### src/rtl/vga_timing_gen.sv
// VGA timing generator: pixel-enable divider, request coordinates and a sync/blank delay line aligned to returned pixel data.
// Define TEST_PATTERN_EN to replace pix_r/g/b with a colour pattern derived from the delayed coordinate.
module vga_timing_gen #(
    parameter int CLK_DIV    = 6,
    parameter int H_VISIBLE  = 800,
    parameter int H_FRONT    = 40,
    parameter int H_SYNC     = 128,
    parameter int H_BACK     = 88,
    parameter int V_VISIBLE  = 600,
    parameter int V_FRONT    = 1,
    parameter int V_SYNC     = 4,
    parameter int V_BACK     = 23,
    parameter int HSYNC_POL  = 1,
    parameter int VSYNC_POL  = 1,
    parameter int CW         = 12,
    parameter int COLOR_BITS = 4,
    parameter int PIPE_DELAY = 2
) (
    input  logic                  clk,
    input  logic                  nrst,
    output logic                  pix_en,
    output logic [CW-1:0]         hcount,
    output logic [CW-1:0]         vcount,
    output logic                  active,
    output logic                  line_start,
    output logic                  frame_start,
    input  logic [COLOR_BITS-1:0] pix_r,
    input  logic [COLOR_BITS-1:0] pix_g,
    input  logic [COLOR_BITS-1:0] pix_b,
    output logic                  hsync,
    output logic                  vsync,
    output logic [COLOR_BITS-1:0] red,
    output logic [COLOR_BITS-1:0] green,
    output logic [COLOR_BITS-1:0] blue
);
    localparam int H_TOTAL  = H_VISIBLE + H_FRONT + H_SYNC + H_BACK;
    localparam int V_TOTAL  = V_VISIBLE + V_FRONT + V_SYNC + V_BACK;
    localparam int HS_START = H_VISIBLE + H_FRONT;
    localparam int HS_END   = HS_START + H_SYNC;
    localparam int VS_START = V_VISIBLE + V_FRONT;
    localparam int VS_END   = VS_START + V_SYNC;
    localparam int TW       = (CLK_DIV > 1) ? $clog2(CLK_DIV) : 1;
    localparam int PD       = (PIPE_DELAY > 0) ? PIPE_DELAY : 1;
    localparam logic HS_IDLE = (HSYNC_POL == 0);
    localparam logic VS_IDLE = (VSYNC_POL == 0);
`ifdef TEST_PATTERN_EN
    localparam int EW = 3 + 2 * CW;
`else
    localparam int EW = 3;
`endif

    logic [TW-1:0]         tick_q, tick_d;
    logic [CW-1:0]         hcount_q, hcount_d;
    logic [CW-1:0]         vcount_q, vcount_d;
    logic [PD-1:0][EW-1:0] pipe_q, pipe_d;
    logic                  hsync_q, hsync_d;
    logic                  vsync_q, vsync_d;
    logic [COLOR_BITS-1:0] red_q, red_d;
    logic [COLOR_BITS-1:0] green_q, green_d;
    logic [COLOR_BITS-1:0] blue_q, blue_d;

    logic                  active_w, hs_raw, vs_raw;
    logic [EW-1:0]         cur_entry, tap_entry;
    logic                  tap_active, tap_hs, tap_vs;
    logic [COLOR_BITS-1:0] src_r, src_g, src_b;

    assign pix_en   = (tick_q == '0) && nrst;
    assign active_w = (int'(hcount_q) < H_VISIBLE) && (int'(vcount_q) < V_VISIBLE);
    assign hs_raw   = (int'(hcount_q) >= HS_START) && (int'(hcount_q) < HS_END);
    assign vs_raw   = (int'(vcount_q) >= VS_START) && (int'(vcount_q) < VS_END);

`ifdef TEST_PATTERN_EN
    assign cur_entry = {hcount_q, vcount_q, active_w, hs_raw, vs_raw};
`else
    assign cur_entry = {active_w, hs_raw, vs_raw};
`endif

    // With no pipeline the pixel source is combinational, so the tap is the live coordinate.
    assign tap_entry  = (PIPE_DELAY == 0) ? cur_entry : pipe_q[PD-1];
    assign tap_active = tap_entry[2];
    assign tap_hs     = tap_entry[1];
    assign tap_vs     = tap_entry[0];

`ifdef TEST_PATTERN_EN
    logic [CW-1:0] tap_h, tap_v;
    logic          unused_pix;
    assign tap_h      = tap_entry[EW-1 -: CW];
    assign tap_v      = tap_entry[3 +: CW];
    assign src_r      = tap_h[8 -: COLOR_BITS] & {COLOR_BITS{tap_v[8]}};
    assign src_g      = tap_h[8 -: COLOR_BITS] & {COLOR_BITS{tap_v[7]}};
    assign src_b      = tap_h[8 -: COLOR_BITS] & {COLOR_BITS{tap_v[6]}};
    assign unused_pix = ^{pix_r, pix_g, pix_b};
`else
    assign src_r = pix_r;
    assign src_g = pix_g;
    assign src_b = pix_b;
`endif

    always_comb begin
        tick_d   = (tick_q == TW'(CLK_DIV - 1)) ? '0 : tick_q + TW'(1);
        hcount_d = hcount_q;
        vcount_d = vcount_q;
        if (pix_en) begin
            if (hcount_q == CW'(H_TOTAL - 1)) begin
                hcount_d = '0;
                vcount_d = (vcount_q == CW'(V_TOTAL - 1)) ? '0 : vcount_q + CW'(1);
            end else begin
                hcount_d = hcount_q + CW'(1);
            end
        end
    end

    always_comb begin
        pipe_d  = pipe_q;
        hsync_d = hsync_q;
        vsync_d = vsync_q;
        red_d   = red_q;
        green_d = green_q;
        blue_d  = blue_q;
        if (pix_en) begin
            pipe_d[0] = cur_entry;
            for (int i = 1; i < PD; i++) begin
                pipe_d[i] = pipe_q[i-1];
            end
            hsync_d = tap_hs ^ HS_IDLE;
            vsync_d = tap_vs ^ VS_IDLE;
            red_d   = tap_active ? src_r : '0;
            green_d = tap_active ? src_g : '0;
            blue_d  = tap_active ? src_b : '0;
        end
    end

    always_ff @(posedge clk) begin
        if (!nrst) begin
            tick_q   <= '0;
            hcount_q <= '0;
            vcount_q <= '0;
            pipe_q   <= '0;
            hsync_q  <= HS_IDLE;
            vsync_q  <= VS_IDLE;
            red_q    <= '0;
            green_q  <= '0;
            blue_q   <= '0;
        end else begin
            tick_q   <= tick_d;
            hcount_q <= hcount_d;
            vcount_q <= vcount_d;
            pipe_q   <= pipe_d;
            hsync_q  <= hsync_d;
            vsync_q  <= vsync_d;
            red_q    <= red_d;
            green_q  <= green_d;
            blue_q   <= blue_d;
        end
    end

    assign hcount      = hcount_q;
    assign vcount      = vcount_q;
    assign active      = active_w;
    assign line_start  = pix_en && (hcount_q == '0);
    assign frame_start = line_start && (vcount_q == '0);
    assign hsync       = hsync_q;
    assign vsync       = vsync_q;
    assign red         = red_q;
    assign green       = green_q;
    assign blue        = blue_q;
endmodule
### config.mk
export PLATFORM = sky130hd
export DESIGN_NAME = vga_timing_gen
export DESIGN_NICKNAME = d
export VERILOG_FILES = /design/src/rtl/vga_timing_gen.sv
export SDC_FILE = /design/constraint.sdc
export NUM_CORES = 1
export LEC_CHECK = 0
export ABC_CLOCK_PERIOD_IN_PS = 2900
export CORE_MARGIN = 2
export CORE_UTILIZATION = 55
export CTS_BUF_LIST = sky130_fd_sc_hd__clkbuf_2 sky130_fd_sc_hd__clkbuf_4 sky130_fd_sc_hd__clkbuf_8
export DETAILED_ROUTE_END_ITERATION = 10
export GPL_TIMING_DRIVEN = 1
export PLACE_DENSITY = 0.91
export SYNTH_ARGS = -nofsm -noshare
export SYNTH_HDL_FRONTEND = slang
export SYNTH_SLANG_ARGS = --single-unit
### constraint.sdc
create_clock -name clk -period 2.9 [get_ports clk]
set_clock_uncertainty 0.2 [all_clocks]
set_input_delay 0.58 -clock clk [delete_from_list [all_inputs] [get_ports clk]]
set_output_delay 0.58 -clock clk [all_outputs]
set_load 0.05 [all_outputs]
==> impl_metrics.env <==
export IMPL_outcome="finished, final reports clean"
export IMPL_hold_viol=0
export IMPL_postCtsSetupBuffers=0
export IMPL_clkLatencyLatePin_ps=300
export IMPL_whs_ps=257
export IMPL_grt_pass1_wl_mm=9.49
export IMPL_syn_nets=298
export IMPL_io_pin_count=56
export IMPL_criticalPathCategory="flop to primary output"
export IMPL_stdcell_area_um2=3020
export IMPL_grt_overflow=0
export IMPL_r2r_setup_slack_ps=530
export IMPL_nets=353
export IMPL_wl_mm=6.07
export IMPL_rsz0062_at_grt="false"
export IMPL_avgSynthCellArea_um2=8.41
export IMPL_hpwlAfterDp_mm=4.35
export IMPL_whs_path_depth=2
export IMPL_yosysWarnings=0
export IMPL_grtUsageTotal_pct=26.7
export IMPL_ant_nets=0
export IMPL_syn_inst=275
export IMPL_first_pass_iters=5
export IMPL_die_h_um=68.9
export IMPL_grt_pass1_vias=2064
export IMPL_viasPerCell=6.14
export IMPL_fillerInstances=304
export IMPL_diodes=0
export IMPL_clock_path_buffers=2
export IMPL_cp_end_kind="primary output"
export IMPL_slew_headroom_pct=55.7
export IMPL_synth_seq_area_share_pct=40.7
export IMPL_io_buffers=55
export IMPL_place_ws_ps=155
export IMPL_min_period_ps=2760
export IMPL_htree_levels=2
export IMPL_drc=0
export IMPL_die_w_um=68.9
export IMPL_synthArstFlopShare_pct=0
export IMPL_synth_seq_cells=47
export IMPL_drv_slew=0
export IMPL_place_congestion=0.890
export IMPL_synthToLayoutAreaGrowth_pct=30.4
export IMPL_clock_sinks=47
export IMPL_routedWlPerCell_um=15.9
export IMPL_fmax_mhz=363
export IMPL_synth_area_um2=2310
export IMPL_drive_gt1_share_pct=9.37
export IMPL_path_clk_slew_ps=90
export IMPL_core_um2=4030
export IMPL_rows=23
export IMPL_vias=2338
export IMPL_drv_cap=0
export IMPL_drt_iter0_markers=219
export IMPL_fin_ws_ps=142
export IMPL_leakage_nw=1.03
export IMPL_crit_path_start_kind="flop"
export IMPL_critical_path_arrival_ps=1980
export IMPL_hold_path_class="flop to flop"
export IMPL_cts_buffers=5
export IMPL_initial_core_util_pct=57.4
export IMPL_synth_edf_count=0
export IMPL_reg2reg_depth=5
export IMPL_setup_viol=0
export IMPL_cts_repair_resized=0
export IMPL_grt_antenna_before_repair=0
export IMPL_place_area_um2=2920
export IMPL_setup_tns_ps=0
export IMPL_tritoncts="done"
export IMPL_p_per_area_nw_per_um2=442
export IMPL_clock_root_buffer="clkbuf_8"
export IMPL_crit_fanout=7
export IMPL_dieArea_um2=4740
export IMPL_synth_ff_type="dfxtp_1"
export IMPL_cp_data_required_time_ps=2120
export IMPL_tightest_slew_ps=658
export IMPL_holdBufCountCts=0
export IMPL_ir_worst_vdd_v=0.000489
export IMPL_grt_max_degree=21
export IMPL_fin_crit_sh_pct=95.1
export IMPL_ys_types=50
-- power by group --
group / internal [mW] / switching (mW)
Combinational: 0.0875 / 0.139
Clock: 0.195 / 0.232
Sequential: 0.661 / 0.0186
Total: 0.943 / 0.390
-- critical path, cell delays in order (launching register included) --
cell and delay, ps:
dfxtp_1 380, nor4_1 610, nand3_1 250, o211a_1 230
buf_4 200
-- worst paths after layout --
| path | from | end |
|---|---|---|
| worst max-delay path | vcount[7]$_SDFFE_PN0P_ | active |
| worst min-delay path | red[2]$_SDFFE_PN0P_ | red[2]$_SDFFE_PN0P_ |
| worst max register to register | hcount[1]$_SDFFE_PN0P_ | vcount[6]$_SDFFE_PN0P_ |
| worst min register to register | red[2]$_SDFFE_PN0P_ | red[2]$_SDFFE_PN0P_ |
-- logic make-up after synthesis --
| family | Yosys count | share of synthesized area (%) |
|---|---|---|
| buffers and inverters | 27 | 6.22 |
| XOR/XNOR | 9 | 3.41 |
| multiplexers | 1 | 0.487 |
| flip-flops | 47 | 40.7 |
| AO/OA/AOI/OAI | 59 | 15.0 |
| AND/OR/NAND/NOR | 123 | 29.3 |
| adder cells (fa/ha/maj) | 9 | 4.87 |
-- per-layer routing --
layer / up-vias / track usage (%) / routed length [um]
met4: 0 / 7.60 / 110
li1: 1107 / - / -
met1: 1096 / 33.1 / 2390
met5: - / 0 / 0
met3: 18 / 5.52 / 424
met2: 117 / 46.9 / 3150
-- registers in the layout (all words and copies together) (netlist names) --
signal and count:
vsync 1, red 4, green 4, pipe_q 3
hsync 1, tick_q 3, tap_entry 3, blue 4
hcount 12, vcount 12
-- stage by stage --
step,utilization (%),std cells,power [mW]
final,74.9,381,1.33
after global routing,74.9,381,1.38
after CTS,74.9,381,1.33
after detailed placement,72.4,373,0.919
after global placement,72.4,373,0.911
after floorplan,-,275,0.826
-- layout make-up --
| type | count | area, um2 | area share (%) |
|---|---|---|---|
| multi-input combinational | 201 | 1230 | 40.8 |
| timing repair buffer | 63 | 638 | 21.2 |
| inverter | 12 | 46.3 | 1.53 |
| clock buffer | 6 | 82.6 | 2.74 |
| tap | 50 | 62.6 | 2.07 |
| clock inverter | 2 | 16.3 | 0.539 |
| sequential | 47 | 941 | 31.2 |
-- synthesized netlist by cell type, drive strengths merged, types with 5 or more instances --
| library cell | number | share of area, % |
|---|---|---|
| a21oi | 33 | 7.1 |
| and3 | 6 | 1.7 |
| buf | 8 | 2.5 |
| clkbuf | 7 | 1.7 |
| dfxtp | 47 | 41 |
| ha | 9 | 4.9 |
| inv | 10 | 1.6 |
| nand2 | 35 | 5.7 |
| nand3 | 26 | 5.8 |
| nand4 | 11 | 3.0 |
| nor2 | 11 | 1.8 |
| nor4 | 5 | 2.0 |
| o21ai | 9 | 1.9 |
| o31ai | 7 | 2.5 |
| or3 | 5 | 1.4 |
| or4 | 5 | 1.6 |
| xor2 | 6 | 2.3 |
-- cells in the final DEF, fill, tap and decap left out, drive strengths merged, types with 2 or more instances in the layout --
master	count
clkdlybuf4s50	51
dfxtp	47
nand2	35
a21oi	33
nand3	26
buf	12
nand4	11
nor2	11
inv	10
ha	9
o21ai	9
o31ai	7
xor2	6
clkbuf	6
and3	6
or4	5
or3	5
nor4	5
nor3	4
and4	3
xnor2	3
and2	3
clkinv	3
nor4b	2
a41oi	2
a31oi	2
a22oi	2
Power figures use the tool's default switching activity.
